### src/rtl/simon_round_engine.sv
// simon_round_engine: iterative Simon 128/128 encryption core between the ingress
// and egress FIFOs. It holds one block at a time and expands the key on the fly.
// Build option: define SIMON_ROUND_UNROLL2_EN to run two rounds and two key-schedule
// steps per cycle. Function and ports are identical in both builds.
module simon_round_engine #(
    parameter int unsigned DATA_DATA_WIDTH = 128,
    parameter int unsigned ROUNDS          = 68
) (
    input  logic                       clk,
    input  logic                       rst,
    input  logic [DATA_DATA_WIDTH-1:0] key,
    input  logic [DATA_DATA_WIDTH-1:0] ingress_fifo_dout,
    input  logic                       ingress_fifo_vld,
    output logic                       ingress_fifo_rdy,
    output logic [DATA_DATA_WIDTH-1:0] egress_fifo_din,
    output logic                       egress_fifo_vld,
    input  logic                       egress_fifo_rdy,
    output logic                       busy
);

    localparam int unsigned HALF_W = DATA_DATA_WIDTH / 2;
    localparam int unsigned RCNT_W = 7;
    localparam int unsigned Z2_LEN = 62;
    // z2 sequence with bit j (LSB first) used at key step j
    localparam logic [63:0] Z2_SEQ = 64'h7369_f885_192c_0ef5;
`ifdef SIMON_ROUND_UNROLL2_EN
    localparam int unsigned STEP = 2;
`else
    localparam int unsigned STEP = 1;
`endif
    localparam logic [RCNT_W-1:0] LAST_RCNT = RCNT_W'(ROUNDS - STEP);

    typedef enum logic [1:0] {
        ST_IDLE  = 2'd0,
        ST_ROUND = 2'd1,
        ST_DONE  = 2'd2
    } state_e;

    function automatic logic [HALF_W-1:0] rotl(input logic [HALF_W-1:0] v, input int unsigned n);
        return (v << n) | (v >> (HALF_W - n));
    endfunction

    function automatic logic [HALF_W-1:0] rotr(input logic [HALF_W-1:0] v, input int unsigned n);
        return (v >> n) | (v << (HALF_W - n));
    endfunction

    // One Feistel round: new x half; the new y half is simply the old x
    function automatic logic [HALF_W-1:0] round_x(input logic [HALF_W-1:0] x,
                                                  input logic [HALF_W-1:0] y,
                                                  input logic [HALF_W-1:0] k);
        return y ^ (rotl(x, 1) & rotl(x, 8)) ^ rotl(x, 2) ^ k;
    endfunction

    // Key schedule step for m=2; ~ka ^ 3 folds in the constant c = 2^64-4
    function automatic logic [HALF_W-1:0] key_next(input logic [HALF_W-1:0] ka,
                                                   input logic [HALF_W-1:0] kb,
                                                   input logic              zb);
        logic [HALF_W-1:0] t;
        t = rotr(kb, 3) ^ rotr(kb, 4);
        return ~ka ^ t ^ HALF_W'(zb) ^ HALF_W'(3);
    endfunction

    // z2 bit for a round index in 0..ROUNDS, wrapping at the 62-bit period
    function automatic logic z2_bit(input logic [RCNT_W-1:0] r);
        logic [RCNT_W-1:0] idx;
        idx = (r >= RCNT_W'(Z2_LEN)) ? (r - RCNT_W'(Z2_LEN)) : r;
        return Z2_SEQ[6'(idx)];
    endfunction

    state_e              state_q, state_d;
    logic [HALF_W-1:0]   x_q, x_d;
    logic [HALF_W-1:0]   y_q, y_d;
    logic [HALF_W-1:0]   ka_q, ka_d;
    logic [HALF_W-1:0]   kb_q, kb_d;
    logic [RCNT_W-1:0]   rcnt_q, rcnt_d;
    logic                rdy_q, rdy_d;
    logic                vld_q, vld_d;
    logic                busy_q, busy_d;

    logic [HALF_W-1:0]   x1_c, y1_c, ka1_c, kb1_c;
    logic [HALF_W-1:0]   xr_c, yr_c, kar_c, kbr_c;

    // First round stage and key step from the current state
    always_comb begin
        x1_c  = round_x(x_q, y_q, ka_q);
        y1_c  = x_q;
        ka1_c = kb_q;
        kb1_c = key_next(ka_q, kb_q, z2_bit(rcnt_q));
    end

`ifdef SIMON_ROUND_UNROLL2_EN
    logic [HALF_W-1:0]   x2_c, y2_c, ka2_c, kb2_c;

    // Second round stage chained behind the first, using the z2 bit for rcnt+1
    always_comb begin
        x2_c  = round_x(x1_c, y1_c, ka1_c);
        y2_c  = x1_c;
        ka2_c = kb1_c;
        kb2_c = key_next(ka1_c, kb1_c, z2_bit(rcnt_q + RCNT_W'(1)));
    end

    // Per-cycle result is the output of the second stage
    always_comb begin
        xr_c  = x2_c;
        yr_c  = y2_c;
        kar_c = ka2_c;
        kbr_c = kb2_c;
    end
`else
    // Per-cycle result is the output of the single stage
    always_comb begin
        xr_c  = x1_c;
        yr_c  = y1_c;
        kar_c = ka1_c;
        kbr_c = kb1_c;
    end
`endif

    // Next-state and next-output logic for the IDLE/ROUND/DONE controller
    always_comb begin
        state_d = state_q;
        x_d     = x_q;
        y_d     = y_q;
        ka_d    = ka_q;
        kb_d    = kb_q;
        rcnt_d  = rcnt_q;
        rdy_d   = rdy_q;
        vld_d   = vld_q;
        busy_d  = busy_q;
        unique case (state_q)
            ST_IDLE: begin
                if (ingress_fifo_vld && rdy_q) begin
                    x_d     = ingress_fifo_dout[DATA_DATA_WIDTH-1:HALF_W];
                    y_d     = ingress_fifo_dout[HALF_W-1:0];
                    ka_d    = key[HALF_W-1:0];
                    kb_d    = key[DATA_DATA_WIDTH-1:HALF_W];
                    rcnt_d  = '0;
                    state_d = ST_ROUND;
                    rdy_d   = 1'b0;
                    busy_d  = 1'b1;
                end
            end
            ST_ROUND: begin
                x_d    = xr_c;
                y_d    = yr_c;
                ka_d   = kar_c;
                kb_d   = kbr_c;
                rcnt_d = rcnt_q + RCNT_W'(STEP);
                if (rcnt_q == LAST_RCNT) begin
                    state_d = ST_DONE;
                    vld_d   = 1'b1;
                end
            end
            ST_DONE: begin
                if (egress_fifo_rdy) begin
                    state_d = ST_IDLE;
                    vld_d   = 1'b0;
                    busy_d  = 1'b0;
                    rdy_d   = 1'b1;
                end
            end
            default: begin
                state_d = ST_IDLE;
                rdy_d   = 1'b1;
                vld_d   = 1'b0;
                busy_d  = 1'b0;
            end
        endcase
    end

    // State, datapath and output registers with asynchronous reset
    always_ff @(posedge clk or posedge rst) begin
        if (rst) begin
            state_q <= ST_IDLE;
            x_q     <= '0;
            y_q     <= '0;
            ka_q    <= '0;
            kb_q    <= '0;
            rcnt_q  <= '0;
            rdy_q   <= 1'b1;
            vld_q   <= 1'b0;
            busy_q  <= 1'b0;
        end else begin
            state_q <= state_d;
            x_q     <= x_d;
            y_q     <= y_d;
            ka_q    <= ka_d;
            kb_q    <= kb_d;
            rcnt_q  <= rcnt_d;
            rdy_q   <= rdy_d;
            vld_q   <= vld_d;
            busy_q  <= busy_d;
        end
    end

    assign ingress_fifo_rdy = rdy_q;
    assign egress_fifo_vld  = vld_q;
    assign egress_fifo_din  = {x_q, y_q};
    assign busy             = busy_q;

endmodule

### config.mk
export PLATFORM = sky130hd
export DESIGN_NAME = simon_round_engine
export DESIGN_NICKNAME = d
export VERILOG_FILES = /design/src/rtl/simon_round_engine.sv
export SDC_FILE = /design/constraint.sdc
export NUM_CORES = 1
export LEC_CHECK = 0
export ABC_CLOCK_PERIOD_IN_PS = 25100
export BUFFER_PORTS_ARGS = -buffer_cell sky130_fd_sc_hd__buf_2
export CORE_MARGIN = 2
export CORE_UTILIZATION = 55
export CTS_CLUSTER_DIAMETER = 50
export CTS_CLUSTER_SIZE = 24
export DETAILED_ROUTE_END_ITERATION = 16
export GPL_ROUTABILITY_DRIVEN = 0
export PLACE_DENSITY_LB_ADDON = 0.12
export SYNTH_ARGS = -nofsm -noshare
export SYNTH_HDL_FRONTEND = slang
export SYNTH_SLANG_ARGS = --single-unit
### constraint.sdc
create_clock -name clk -period 25.1 [get_ports clk]
set_input_delay 6.275 -clock clk [delete_from_list [all_inputs] [get_ports clk]]
set_output_delay 6.275 -clock clk [all_outputs]
set_load 0.05 [all_outputs]
# Yosys cells after proc, flatten, opt, wreduce, memory -nomap -nowiden
# Memories as Yosys holds them, arrays and structs flattened.
# Index checks and enable logic that the tools add are counted.
[classes]
addsub = 2
n_mux = 24
n_bitwise = 16
n_lt_le_gt_ge = 2
n_eq_ne = 6
n_reduce_logical = 7
[op_table]
columns = ["op", "count"]
rows = [
  ["$pmux W64 S2", 4],
  ["$xor A64 B64 Y64", 5],
  ["$mux W64", 4],
  ["$and A64 B64 Y64", 1],
  ["$not A64 Y64", 1],
  ["$or A60 B64 Y64", 1],
  ["$or A61 B64 Y64", 1],
  ["$or A64 B1 Y64", 1],
  ["$or A64 B2 Y64", 1],
  ["$or A64 B8 Y64", 1],
  ["$xor A64 B1 Y64", 1],
  ["$pmux W7 S2", 1],
  ["$pmux W1 S3", 3],
  ["$reduce_and A3 Y1", 3],
  ["$add A7 B1 Y7 const B", 1],
  ["$eq A7 B7 Y1 const B", 1],
  ["$ge A7 B6 Y1 const B", 1],
  ["$lt A6 B7 Y1 const B", 1],
  ["$mux W7", 1],
  ["$mux W1", 6],
  ["$mux W2", 3],
  ["$mux W6", 1],
  ["$ne A2 B2 Y1 const B", 3],
  ["$pmux W2 S3", 1],
  ["9 further kinds", 10],
]
[word_totals]
mem_count = 1
inputBits = 260
romBits = 64
reg_bits = 268
[mem_list]
columns = ["memory", "depth", "width", "read_ports", "rd_ports_with_merged_regs", "wr", "line_no", "source"]
rows = [
  ["(no name shown)", 64, 1, 1, 0, 0, "67", "return Z2_SEQ[6'(idx)];"],
]

# Longest topological paths before layout
# Gate-level depths: netlist (run 1).
[depth]
word_depth = 7
mapped_depth = 14
mapped_depth_nobuf = 13

# Worst setup path after synthesis (run 1)
# No wires, ideal clock.
[synth_timing]
path_type = "input -> register"
start = "input ingress_fifo_vld"
end = "register x_q[63]"
required_time_ps = 25017
setup_ps = 83
setup_slack_ps = 17505
cell_stages = 8
n_path_buf = 2
t_arrival_ps = 7513
path_cell_list = "nor2b_1 -> nand2_1 -> clkbuf_1 -> clkbuf_1 -> nand2_1 -> a21oi_1 -> a21oi_1 -> o21ai_0"
[synth_via]
elab_chain_len = 3
[synth_lines]
columns = ["element", "line_no", "source"]
rows = [
  ["from (decl)", "13", "input logic ingress_fifo_vld,"],
  ["$logic_and A1 B1 Y1", "132", "if (ingress_fifo_vld && rdy_q) begin"],
  ["$ne A2 B2 Y1 (no source line)", "--", ""],
  ["$reduce_and A2 Y1 (no source line)", "--", ""],
  ["to (signal assigned)", "175", "x_q <= '0;"],
  ["to (signal assigned)", "185", "x_q <= x_d;"],
  ["to (decl)", "71", "logic [HALF_W-1:0] x_q, x_d;"],
]
# Every way passes these cells.
# A chain may end at the register's enable or synchronous reset.

# Worst setup path in the final report (run 1)
[layout_timing]
start = "input ingress_fifo_vld"
end = "register kb_q[51] (netlist: ka1_c[51])"
[layout_via]
elab_chain_len = 3
[layout_lines]
columns = ["element", "line_no", "source"]
rows = [
  ["$logic_and A1 B1 Y1", "132", ""],
  ["$ne A2 B2 Y1 (no source line)", "--", ""],
  ["$reduce_and A2 Y1 (no source line)", "--", ""],
  ["to (signal assigned)", "188", "kb_q <= kb_d;"],
  ["to (decl)", "74", "logic [HALF_W-1:0] kb_q, kb_d;"],
]
# Every way passes these cells.

==> impl_metrics.csv, run 1 <==
group,metric,value,unit
run_status,outcome,"completed",
global_route,antenna_found_initial,9,
placed_design,post-dp-hpwl,33100,um
clock_tree,cts_root_buffer,"clkbuf_16",
floorplan,die_y,172,um
cells_and_area,final_cell_mix,"buf_2, nand2_1, dfrtp_1",
sta,hold_slack,0.529,ns
sta,rsz0062_at_grt,"no",
clock_tree,cts_inserted_buffers,35,
sta,slew_violations,0,
worst_setup_path,critPathMaxStageDelay,0.82,ns
synthesis,synth_edf_count,0,
cells_and_area,ff_latch_area,6720,um2
worst_setup_path,r2r-start,"state_q[1]",
worst_setup_path,end_kind,"flop",
detailed_routing,vias_per_cell,5.92,
floorplan,rows,61,
floorplan,dieWidth,172,um
placed_design,port_buffers,390,
sta,finalSetupTns,0,ns
min_path,hp-class,"reg -> reg",
synthesis,syn_nets,2118,
worst_setup_path,crit_type,"in -> reg",
clock_tree,clock_path_buffers,3,
sta,period_needed,9.05,ns
synthesis,synth_cells,1852,
cells_and_area,final_common_cell,"buf_2",
power,vdd_ir_drop_max,0.000118,V
global_route,grt_pass1_vias,14280,
worst_setup_path,setup.worst_path.start,"ingress_fifo_vld",
worst_setup_path,critPathSlowestCell,"buf_4",
cells_and_area,fillers,2382,
power,p_per_area,186,nW/um2
clock_tree,cts_sinks,268,
detailed_routing,wl_per_cell,19.7,um
synthesis,synth_area,15600,um2
cells_and_area,multi_input_area,8430,um2
clock_tree,cts_max_level,2,
synthesis,synth-seq-cells,268,
worst_setup_path,crit_arrival,9.39,ns
detailed_routing,drt_wl_total,50700,um
floorplan,die_area,29700,um2
worst_setup_path,crit_fanout,82,
synthesis,async_reset_ff_share,100,%
synthesis,yosysWarnings,0,
synthesis,ys.flop_type,"dfrtp_1",
sta,fin_crit_sh,36.0,%
sta,fin_ws,16.05,ns
clock_tree,post_cts_resized,0,
sta,finalSetupViolCount,0,
global_route,grt_pass1_wl,78300,um
sta,fin_skew,0.0169,ns
worst_setup_path,rr_worst_depth,8,
sta,worstMarginPinSlew,1.17,ns
power,leakage,8.30,nW
cells_and_area,drive_above_1_share,21.8,%
sta,hold_violations,0,
clock_tree,postCtsHoldBufs,0,
global_route,globalRouteOverflowTotal,0,
sta,fmax,111,MHz
worst_setup_path,rr_endpoint,"ka1_c[51]",
clock_tree,post_cts_buffers,0,
floorplan,ios,391,
clock_tree,path_clk_slew,0.06,ns
detailed_routing,drt-pass1-iter-count,6,
cells_and_area,fin_nets,2431,
floorplan,start_util,56.0,%
sta,relSlewSlack,21.9,%
worst_setup_path,r2r_slack,20.77,ns
clock_tree,cts_tree,"yes",
worst_setup_path,path_cells,"buf_2 > nor2b_1 > nand2_4 > buf_4 > buf_4 > nor2_2 > buf_4 > a22oi_1 > o21ai_0",
placed_design,pre_cts_slack,15.60,ns
synthesis,seq_area_frac_synth,43.0,%
synthesis,synth_cell_type_count,52,
synthesis,avgSynthCellArea,8.43,um2
floorplan,core_area,27900,um2
cells_and_area,area_growth,21.6,%
job,maxCapViolCount,0,
global_route,grt_usage,33.5,%
worst_setup_path,critPathRequiredTime,25.44,ns
worst_setup_path,startpoint_type,"primary input",
detailed_routing,vias,15221,
detailed_routing,drt_iter0_drc,1366,
global_route,grt_max_degree,227,
worst_setup_path,crit_end,"ka1_c[51]",
detailed_routing,drc,0,
worst_setup_path,cpMostUsedCell,"buf_4",
clock_tree,clock_latency,0.51,ns
detailed_routing,ant_nets,0,
metrics by stage:
step | power (mW) | instances | util (%) | cell area, um2
after floorplan | 2.52 | 1852 | - | 15600
after global placement | 2.93 | 2506 | 63.6 | 17700
after detailed placement | 2.98 | 2506 | 63.6 | 17700
after CTS | 3.53 | 2568 | 68.1 | 19000
after global routing | 3.78 | 2571 | 68.1 | 19000
final | 3.54 | 2572 | 68.1 | 19000
kinds of logic (layout without fill, tap and decap cells):
family | count (synthesis) | count (layout) | share of synthesized area (%)
AND/OR/NAND/NOR | 624 | 624 | 15.6
AO/OA/AOI/OAI | 496 | 496 | 19.3
XOR/XNOR | 323 | 323 | 18.1
flip-flops | 268 | 268 | 43.0
buffers and inverters | 131 | 469 | 3.25
adder cells (fa/ha/maj) | 6 | 6 | 0.481
multiplexers | 4 | 4 | 0.257
other | 0 | 4 | 0
state kept, by name (all words and copies together) (netlist names):
signal            flops
ka_q                 64
state_q               2
ka1_c                64
ingress_fifo_rdy      1
x_q                  64
egress_fifo_vld       1
y_q                  64
rcnt_q                7
busy                  1
synth_stat cells, types with 3 or more instances:
cell type,number,area [um2]
a221o_1,6,60.1
o31ai_1,3,22.5
buf_2,7,35.0
nor2_1,219,822
nand2_1,368,1380
mux2i_1,4,40.0
clkbuf_1,101,379
and2_1,3,18.8
a22oi_1,26,195
inv_1,6,22.5
o21ai_0,101,505
nand2b_1,6,37.5
dfrtp_1,267,6680
a211o_1,4,35.0
xor2_1,100,876
buf_1,16,60.1
and3_1,3,18.8
nand3_1,10,50.1
a21oi_1,138,691
o22ai_1,81,507
o211ai_1,3,22.5
a31oi_1,75,469
o32ai_1,42,368
ha_1,6,75.1
xnor2_1,223,1950
nor3_1,3,15.0
worst min path at each step:
| stage | start | to | cells past startpoint |
|---|---|---|---|
| 2_1_floorplan | ka_q[16] | ka_q[16] | 2 |
| 3_3_place_gp | busy | busy | 1 |
| 3_5_place_dp | egress_fifo_vld | egress_fifo_vld | 2 |
| 4_1_cts | egress_fifo_vld | egress_fifo_vld | 2 |
| 5_1_grt | egress_fifo_vld | egress_fifo_vld | 2 |
| 6_report | busy | busy | 1 |
worst max-delay path: cells and delay by family:
| kind | cells | cell delay (ns) |
|---|---|---|
| buffers and inverters | 4 | 1.95 |
| AND/OR/NAND/NOR | 3 | 0.79 |
| AO/OA/AOI/OAI | 2 | 0.28 |
final cells by class:
type | count | share of cell area [%]
Clock buffer | 42 | 5.08
Timing Repair Buffer | 401 | 10.9
Tap cell | 378 | 2.49
Multi-Input combinational cell | 1453 | 44.4
Inverter | 6 | 0.158
Sequential cell | 268 | 35.4
Clock inverter | 20 | 1.54
Antenna cell | 4 | 0.0528
power by group:
part / switching [mW] / leakage (nW) / total [mW] / internal, mW
clock: 0.203 / 0.618 / 0.543 / 0.340
sequential: 0.414 / 3.11 / 1.09 / 0.672
combinational: 1.13 / 4.57 / 1.91 / 0.780
total: 1.75 / 8.30 / 3.54 / 1.79
layer usage:
| metal | wire length [um] | GRT usage (%) |
|---|---|---|
| met2 | 23800 | 53.3 |
| met3 | 4450 | 6.23 |
| met1 | 20600 | 45.9 |
| met5 | 55 | 0 |
| met4 | 1760 | 12.4 |
Note: power is estimated with default switching activity, not from simulation.
==> run 2, diff against run 1 <==
Settings changed: ABC_CLOCK_PERIOD_IN_PS 25100 to 7300, CORE_UTILIZATION 55 to 49.
Clock period 25.1 ns to 7.3 ns, I/O delays scaled along.
==> run 2 against run 1 <==
- final cell count rose by 1.1%
- critical path depth shrank 4
- cell area about the same
- non-clock buffer count is 3 higher
- clock power increased to 3.3 times the previous value
- worst hold slack lost 0.010 ns
- via count shrank 2.0%
- sequential power rose to 3.4 times the previous value
- utilization decreased by 7.8 points
- routed wire length increased by 3.0%
- sequential cell count unchanged
- sequential share of layout area about the same
- highest routed layer unchanged
==> impl_metrics.csv, run 2 (same netlist as run 1, synthesis figures left out) <==
group,metric,value,unit
detailed_routing,ant_nets,0,
worst_setup_path,startpoint_type,"flop",
clock_tree,path_clk_slew,0.08,ns
power,vdd_ir_drop_max,0.000354,V
power,switching_share,50.1,%
detailed_routing,drt-pass1-iter-count,5,
run_status,outcome,"completed",
power,pwr-share-seq,30.7,%
worst_setup_path,r2r-start,"state_q[1]",
detailed_routing,vias,14913,
sta,finalSetupViolCount,0,
clock_tree,cts_max_level,2,
placed_design,port_buffers,390,
cells_and_area,fin_cells,2601,
power,switchingPower,6.06,mW
power,leakage,8.28,nW
sta,rsz0062_at_grt,"no",
sta,fin_skew,0.0351,ns
sta,worstMarginPinSlew,1.20,ns
worst_setup_path,crit_type,"reg -> reg",
clock_tree,post_cts_resized,0,
sta,relSlewSlack,19.9,%
job,maxCapViolCount,0,
clock_tree,clock_path_buffers,3,
global_route,grt_pass1_wl,81500,um
floorplan,ios,391,
clock_tree,cts_sinks,268,
cells_and_area,postLayoutCellArea,19000,um2
worst_setup_path,crit_fanout,86,
floorplan,die_y,182,um
worst_setup_path,rr_endpoint,"ka_q[30]",
worst_setup_path,r2r_slack,3.03,ns
global_route,globalRouteOverflowTotal,0,
floorplan,dieWidth,182,um
global_route,grt_max_degree,144,
floorplan,die_area,33300,um2
sta,slew_violations,0,
power,power_frac_comb,54.3,%
cells_and_area,area_growth,21.6,%
power,p_per_area,637,nW/um2
clock_tree,post_cts_buffers,0,
detailed_routing,drc,0,
floorplan,core_area,31500,um2
placed_design,post-dp-hpwl,34700,um
placed_design,place_area,17800,um2
power,intPower,6.03,mW
clock_tree,cts_tree,"yes",
sta,fin_crit_sh,58.5,%
clock_tree,postCtsHoldBufs,0,
power,p_clk_share,14.9,%
clock_tree,cts_inserted_buffers,36,
worst_setup_path,crit_arrival,4.66,ns
detailed_routing,vias_per_cell,5.73,
cells_and_area,drive_above_1_share,22.0,%
global_route,antenna_found_initial,11,
placed_design,dp_cells,2533,
floorplan,start_util,49.6,%
worst_setup_path,critPathRequiredTime,7.69,ns
min_path,min_from,"busy",
detailed_routing,drt_wl_total,52200,um
worst_setup_path,end_kind,"flop",
sta,hold_violations,0,
global_route,grt_usage,30.9,%
global_route,grt_pass1_vias,14499,
cells_and_area,fin_nets,2435,
min_path,min_to,"busy",
detailed_routing,wl_per_cell,20.1,um
detailed_routing,drt_iter0_drc,1315,
clock_tree,cts_root_buffer,"clkbuf_16",
floorplan,rows,65,
sta,finalSetupTns,0,ns
min_path,hp-class,"reg -> reg",
sta,fmax,234,MHz
cells_and_area,final_cell_mix,"buf_2, nand2_1, dfrtp_1",
sta,period_needed,4.27,ns
worst_setup_path,rr_worst_depth,5,
min_path,whs_path_depth,1,
clock_tree,clock_latency,0.54,ns
cells_and_area,fin_util,60.3,%
cells_and_area,final_common_cell,"buf_2",
## run 2: changes by cell type in the layout (fill, tap and decap cells not counted), sizes merged
cell / delta
inv: +6
bufinv: -4
clkinv: -2
clkbuf: -1
clkinvlp: +3
buf: +3
## run 2: how the worst max path moves through the flow
stage / from / endpoint
CTS: state_q[1] / ka_q[30]
floorplan: rst / busy
detailed placement: ingress_fifo_vld / ka_q[53]
global route: state_q[1] / ka_q[47]
finish: state_q[1] / ka_q[30]
global placement: ingress_fifo_vld / ka_q[43]
## run 2: critical path, cell delays in order, from the launching register on
cell      delay (ns)
dfrtp_4         1.05
clkinv_1        0.88
nand2_4         0.81
nand2_4         0.80
o22ai_1         0.46
nor2_1          0.07
## run 2: per-layer routing
| layer | routed length [um] | share of wire [%] | vias up | global-route usage (%) |
|---|---|---|---|---|
| li1 | - | - | 6988 | - |
| met1 | 22200 | 43 | 7203 | 41.8 |
| met2 | 24700 | 47 | 602 | 50.4 |
| met3 | 3810 | 7.3 | 106 | 6.19 |
| met4 | 1350 | 2.6 | 14 | 9.00 |
| met5 | 89 | 0.17 | - | 0 |
## run 2: power groups by stage
stage	Sequential, mW	Combinational, mW	Clock [mW]
after global routing	3.83	7.20	1.90
after detailed placement	3.71	6.56	0
after global placement	3.69	6.42	0
after floorplan	4.45	4.21	0
final	3.72	6.57	1.80
after CTS	3.69	6.60	1.83
## run 2: area by class of cell
class	instances	area (um2)
fill	2891	12500
sequential	268	6720
antenna	4	10.0
clock buffer	41	951
multi-input combinational	1453	8430
timing repair buffer	404	2080
inverter	6	26.3
clock inverter	23	267
tap	402	503
## run 2: metrics by stage
step           worst slack (ns)  hold slack, ns  total power, mW
2_1_floorplan              1.94           0.528             8.66
3_3_place_gp               3.14           0.500             10.1
3_5_place_dp               3.10           0.503             10.3
4_1_cts                    3.04           0.518             12.1
5_1_grt                    2.71           0.559             12.9
6_report                   3.03           0.519             12.1
